[src/rtl/chan_512_packet_snapphase_capture.sv]
// Single-channel phase snapshot: packs two 16-bit phases per 32-bit BRAM word, reports busy/done/count.
// Optional build macro SNAPPHASE_DECIM_EN enables sample decimation by ctrl_in[15:12].
//   state       | meaning
//   S_IDLE      | waiting for a rising start bit
//   S_WAIT_SYNC | armed, capture begins the cycle after sync_in
//   S_CAPTURE   | storing qualifying samples of the selected channel
//   S_DONE      | buffer full, held until start drops
module chan_512_packet_snapphase_capture #(
   parameter int ADDR_W  = 10,
   parameter int PHASE_W = 16,
   parameter int CHAN_W  = 9
) (
   input  logic               user_clk,
   input  logic               user_rst,
   input  logic [31:0]        ctrl_in,
   input  logic [PHASE_W-1:0] phase_in,
   input  logic [CHAN_W-1:0]  chan_in,
   input  logic               data_valid,
   input  logic               sync_in,
   output logic               bram_we,
   output logic [ADDR_W-1:0]  bram_addr,
   output logic [31:0]        bram_din,
   output logic [31:0]        status_out
);

   typedef enum logic [1:0] {S_IDLE, S_WAIT_SYNC, S_CAPTURE, S_DONE} state_t;

   localparam logic [ADDR_W-1:0] LAST_ADDR = '1;
   localparam logic [ADDR_W-1:0] ADDR_ONE  = 1;
   localparam logic [ADDR_W:0]   CNT_ONE   = 1;

   state_t             state_q, state_d;
   logic               start_q;
   logic [CHAN_W-1:0]  sel_q, sel_d;
   logic               half_q, half_d;
   logic [PHASE_W-1:0] held_q, held_d;
   logic               we_q, we_d;
   logic [ADDR_W-1:0]  addr_q, addr_d;
   logic [31:0]        din_q, din_d;
   logic [ADDR_W:0]    count_q, count_d;
   logic [31:0]        status_q, status_d;
   logic               start_edge, entry, qual, keep;

   assign start_edge = ctrl_in[0] & ~start_q;
   assign entry      = (state_q == S_IDLE) & start_edge;
   assign qual       = data_valid & (chan_in == sel_q);

`ifdef SNAPPHASE_DECIM_EN
   logic [3:0] decim_q, decim_d, dcnt_q, dcnt_d;
   logic       unused_ctrl;

   assign unused_ctrl = ^{ctrl_in[31:16], ctrl_in[11]};
   assign keep        = qual & (dcnt_q == 4'd0);

   always_ff @(posedge user_clk or posedge user_rst) begin
      if (user_rst) begin
         decim_q <= '0;
         dcnt_q  <= '0;
      end else begin
         decim_q <= decim_d;
         dcnt_q  <= dcnt_d;
      end
   end

   // dcnt counts qualifying samples modulo D+1; a sample is kept when it reads zero
   always_comb begin
      decim_d = decim_q;
      dcnt_d  = dcnt_q;
      if (entry) begin
         decim_d = ctrl_in[15:12];
         dcnt_d  = '0;
      end else if ((state_q == S_CAPTURE) && ctrl_in[0] && qual) begin
         dcnt_d = (dcnt_q == decim_q) ? 4'd0 : dcnt_q + 4'd1;
      end
   end
`else
   logic unused_ctrl;

   assign unused_ctrl = ^ctrl_in[31:11];
   assign keep        = qual;
`endif

   always_ff @(posedge user_clk or posedge user_rst) begin
      if (user_rst) state_q <= S_IDLE;
      else          state_q <= state_d;
   end

   always_comb begin
      state_d = state_q;
      case (state_q)
         S_IDLE:      if (start_edge) state_d = ctrl_in[1] ? S_WAIT_SYNC : S_CAPTURE;
         S_WAIT_SYNC: if (!ctrl_in[0]) state_d = S_IDLE;
                      else if (sync_in) state_d = S_CAPTURE;
         S_CAPTURE:   if (!ctrl_in[0]) state_d = S_IDLE;
                      else if (we_q && (addr_q == LAST_ADDR)) state_d = S_DONE;
         S_DONE:      if (!ctrl_in[0]) state_d = S_IDLE;
         default:     state_d = S_IDLE;
      endcase
   end

   // A registered write always finishes and bumps the address, even across an abort
   always_comb begin
      sel_d   = sel_q;
      half_d  = half_q;
      held_d  = held_q;
      we_d    = 1'b0;
      addr_d  = we_q ? addr_q + ADDR_ONE : addr_q;
      din_d   = din_q;
      count_d = count_q;
      if (entry) begin
         sel_d   = ctrl_in[2 +: CHAN_W];
         half_d  = 1'b0;
         addr_d  = '0;
         count_d = '0;
      end else if ((state_q == S_CAPTURE) && ctrl_in[0] && keep) begin
         if (!half_q) begin
            held_d = phase_in;
            half_d = 1'b1;
         end else begin
            we_d    = 1'b1;
            din_d   = {phase_in, held_q};
            half_d  = 1'b0;
            count_d = count_q + CNT_ONE;
         end
      end
      status_d = {state_d == S_DONE,
                  (state_d == S_WAIT_SYNC) || (state_d == S_CAPTURE),
                  {(29-ADDR_W){1'b0}}, count_d};
   end

   always_ff @(posedge user_clk or posedge user_rst) begin
      if (user_rst) begin
         start_q  <= 1'b0;
         sel_q    <= '0;
         half_q   <= 1'b0;
         held_q   <= '0;
         we_q     <= 1'b0;
         addr_q   <= '0;
         din_q    <= '0;
         count_q  <= '0;
         status_q <= '0;
      end else begin
         start_q  <= ctrl_in[0];
         sel_q    <= sel_d;
         half_q   <= half_d;
         held_q   <= held_d;
         we_q     <= we_d;
         addr_q   <= addr_d;
         din_q    <= din_d;
         count_q  <= count_d;
         status_q <= status_d;
      end
   end

   assign bram_we    = we_q;
   assign bram_addr  = addr_q;
   assign bram_din   = din_q;
   assign status_out = status_q;

endmodule

[config.mk]
export PLATFORM = sky130hd
export DESIGN_NAME = chan_512_packet_snapphase_capture
export DESIGN_NICKNAME = d
export VERILOG_FILES = /design/src/rtl/chan_512_packet_snapphase_capture.sv
export SDC_FILE = /design/constraint.sdc
export NUM_CORES = 1
export LEC_CHECK = 0
export CAP_MARGIN = 20
export CORE_MARGIN = 10
export CORE_UTILIZATION = 30
export DETAILED_ROUTE_END_ITERATION = 12
export PLACE_DENSITY_LB_ADDON = 0.1
export REMOVE_ABC_BUFFERS = 1
export SLEW_MARGIN = 20
export SYNTH_ARGS = -nofsm -noshare
export SYNTH_HDL_FRONTEND = slang
export SYNTH_SLANG_ARGS = --single-unit
[constraint.sdc]
create_clock -name user_clk -period 5 [get_ports user_clk]
set_input_delay 1 -clock user_clk [delete_from_list [all_inputs] [get_ports user_clk]]
set_output_delay 1 -clock user_clk [all_outputs]
set_load 0.01 [all_outputs]
; Word-level counts from Yosys, hierarchy flattened
; Cells that the tools add are included.
[word_totals]
register_bits = 96
output_inout_bits = 75
elab_cells = 54
[classes]
addsub = 2
n_eq_ne = 8
n_mux = 19
bitwise = 6
n_reduce_logical = 9
[ops]
columns = operator, n
row1 = 11-bit two-way mux, 3
row2 = 10-bit two-way mux, 2
row3 = 2-bit two-way mux, 7
row4 = 11-bit by 1-bit adder with 11-bit output (second input constant), 1
row5 = 10-bit by 1-bit adder with 10-bit output (second input constant), 1
row6 = 10-bit == test (second input constant), 1
row7 = 9-bit == test, 1
row8 = 2-bit == test (second input constant), 4
row9 = 2-bit one-hot mux with 4 select lines, 1
row10 = 1-bit two-way mux, 6
row11 = 3-bit AND reduction, 2
row12 = 2-bit by 1-bit == test with 1-bit output (second input constant), 2
row13 = 2-bit nonzero test, 2
row14 = 1-bit AND, 3
row15 = 1-bit logical AND, 3
row16 = 1-bit NOT, 3
row17 = 2-bit logical NOT, 1
row18 = 1-bit logical OR, 1

; Logic depth before layout (Yosys ltp)
[logic_depth]
word_depth = 7
mapped_depth = 7

; Least setup slack after synthesis
; Ideal clock, no wire load.
[synth_path]
path_kind = input port to flip-flop
startpoint = in chan_in[7]
endpoint = reg held_q[0]
setup_time_ns = 0.127
arrival_ns = 2.567
required_ns = 4.873
path_slack_ns = 2.305
cell_stages = 6
path_buffers = 1
cell_sequence = xor2_1 > nor4_1 > nand2_2 > nor4_4 > buf_6 > mux2_1
[synth_between]
elab_chain_len = 4
[synth_lines]
columns = item, line_no
row1 = start: declaration, 17  ; input logic [CHAN_W-1:0] chan_in,
row2 = 9-bit == test, 46  ; assign qual = data_valid & (chan_in == sel_q);
row3 = 1-bit AND, 46
row4 = 1-bit logical AND, 115  ; end else if ((state_q == S_CAPTURE) && ctrl_in[0] && keep) begin
row5 = 3-bit AND reduction (no line), --
row6 = end signal: assignment, 146  ; held_q <= held_d;
row7 = end: declaration, 36  ; logic [PHASE_W-1:0] held_q, held_d;
; No other way between the ends.
; A chain may end at the register's enable or synchronous reset.

; Worst setup path in the final report
[layout_path]
startpoint = in chan_in[5]
endpoint = reg status_q[10] (netlist: status_out[10])
[layout_between]
elab_chain_len = 5
[layout_lines]
columns = item, line_no
row1 = 9-bit == test, 46
row2 = 1-bit AND, 46
row3 = 1-bit logical AND, 115
row4 = 11-bit two-way mux, 115
row5 = 11-bit two-way mux, 110  ; if (entry) begin
row6 = end signal: assignment, 151  ; status_q <= status_d;
row7 = end: declaration, 41  ; logic [31:0] status_q, status_d;
; No other way between the ends.

==> impl_metrics.toml <==
[run_status]
status = "finished, final reports clean"

[floorplanning]
fp-row-count = 40
die_w_um = 132
die_h_um = 132
start_util_pct = 31.0
num_io_pins = 136
die_area_um2 = 17400
core_region_area_um2 = 12100

[pwr]
power-per-cell-area_nw_per_um2 = 298
ir_worst_vdd_mv = 0.189
leakage_nw = 2.42

[logic_synthesis]
synth_most_common_cell = "dfrtp_1"
ys_seq_area_share_pct = 56.7
synth.largest_area_cell = "dfrtp_1"
ys_types = 42
synth.top_cells.by_area = "dfrtp_1, mux2_2, buf_4"
yosysWarnings = 0
async_flop_share_pct = 100
synthCells = 310
synth_top_area_share_pct = 56.7
synthTopCellsByCount = "dfrtp_1, mux2_2, nand2_1"
syn_avg_cell_area_um2 = 12.1
netlist_area_um2 = 3750
synth-edff-count = 0
ys_seq_elements = 85
synthFlopType = "dfrtp_1"

[detailed_routing]
drc = 0
drt_wl_total_um = 8990
via_count = 2522
avgViaCountPerCell = 4.32
ant_nets = 0
wire_per_inst_um = 15.4
dr.first_iter.drc_count = 82
dr.pass1.iters = 4

[layout]
area_delta_synth_final_pct = 37.5
final_area_um2 = 5150
fillers = 1219
num-nets-final = 475
drive_gt1_share_pct = 16.6
diodes = 0

[sta]
post-route-min-period_ns = 3.03
worstMarginPinSlew_ns = 0.586
fmax_mhz = 330
rsz0062_at_grt = "false"
tns_ns = 0
finClkSkew_ns = 0.00555
drv_slew = 0
max_slew_margin_pct = 60.8
period_share_pct = 60.7
finalHoldViolCount = 0
finalSetupViolCount = 0

[worst_setup_path]
timing.rr.end = "held_q[10]"
ff2ff_path_depth = 6
r2r_slack_ns = 2.66
crit_family = "simple AND/OR/NAND/NOR gates"
slowest_delay_ns = 0.54
critical_path_buf_inv_count = 2
critPathLaunch = "chan_in[5]"
arrival_ns = 3.29
critical_path.endpoint_type = "register"
path_class = "in2reg"
r2r-start = "state_q[0]"
startpoint_type = "primary input"
crit_chain = "clkdlybuf4s50_1 > xor2_1 > nor4_1 > nand4_1 > buf_4 > or4_1 > a21oi_1"
cp_max_fo = 35
worst_path_max_delay_cell = "or4_1"
crit_required_ns = 5.26

[grt]
grt_max_degree = 36
overflow = 0
antenna_found_initial = 0
grt_pass1_vias = 2812
grt_use_total_pct = 10.7
grt_pass1_wl_um = 15100

[placed_design]
io_buffers = 95
dpl_cell_area_um2 = 4840
dp_hpwl_um = 6530
finalWeightedCongestion = 0.732

[hold_path]
whs_path_depth = 1
worstHoldPathType = "reg2reg"
min_to = "held_q[7]"
hp-start = "held_q[7]"

[cts]
htreeDepth = 3
cts.sinks = 85
holdBufCountCts = 0
cts_tree = "built"
post_cts_buffers = 0
cts_made_buffers = 9
clockBufferDepth = 2
clkSlewWorstSetupHoldPaths_ns = 0.06
root_buffer = "clkbuf_16"
cts_resized = 0
clk_latency_ns = 0.33

[run]
cap_violations = 0
## logic make-up after synthesis
kind of cell    synth area share, %
xor+xnor                       4.20
compound gates                 5.04
buf+inv                        5.64
simple gates                   12.3
mux                            15.0
flops                          56.7
fa+ha+maj                      1.00
other cells                   0.100
## sequential cells by signal (all words and copies together), names as in the netlist
register / count
held_q: 16
half_q: 1
start_q: 1
bram_we: 1
count_q: 10
status_out: 3
bram_din: 32
bram_addr: 10
sel_q: 9
state_q: 2
## cell usage in the layout, fill, tap and decap left out, types with 9 or more instances in the layout
master / count
a21oi_1: 9
clkbuf_16: 9
clkdlybuf4s50_1: 95
conb_1: 19
dfrtp_1: 85
mux2_1: 10
mux2_2: 39
nand2_1: 35
nand3_1: 11
nor2_1: 14
xor2_1: 12
## layer usage
metal  wire length [um]  vias up  GRT usage (%)
li1                   -     1224              -
met1               4090     1210           12.9
met2               4020       79           16.3
met3                783        9           5.18
met4                 94        0           3.40
met5                  0        -              0
## worst max path at each step
stage	end	slack, ns	cells after the start
after floorplan	count_q[9]	1.10	5
after global placement	status_out[10]	1.66	7
after detailed placement	status_out[10]	1.63	7
after CTS	status_out[10]	1.96	7
after global routing	count_q[0]	1.85	7
final	status_out[10]	1.97	7
## where the power goes
group | switching [W] | total, W | internal, W
logic | 0.0000644 | 0.000122 | 0.0000574
clock network | 0.000270 | 0.000686 | 0.000415
registers | 0.0000170 | 0.000728 | 0.000711
## stage by stage
step | cells | setup WS, ns | total power [W] | util, % | hold WS (ns)
2_1_floorplan | 299 | 1.10 | 0.000802 | - | 0.454
3_3_place_gp | 568 | 1.66 | 0.000863 | 40.0 | 0.465
3_5_place_dp | 568 | 1.63 | 0.000865 | 40.0 | 0.475
4_1_cts | 584 | 1.96 | 0.00157 | 42.6 | 0.490
5_1_grt | 584 | 1.85 | 0.00161 | 42.6 | 0.506
6_report | 584 | 1.97 | 0.00154 | 42.6 | 0.480
## area by class of cell
class                      count  area (um2)  area share [%]
clock inverter                 5        57.6            1.12
timing repair buffer         101         996            19.3
sequential                    85        2130            41.3
tap                          168         210            4.08
clock buffer                  11         253            4.90
inverter                       6        23.8           0.461
multi-input combinational    208        1490            28.9
(Power assumes the default switching activity.)
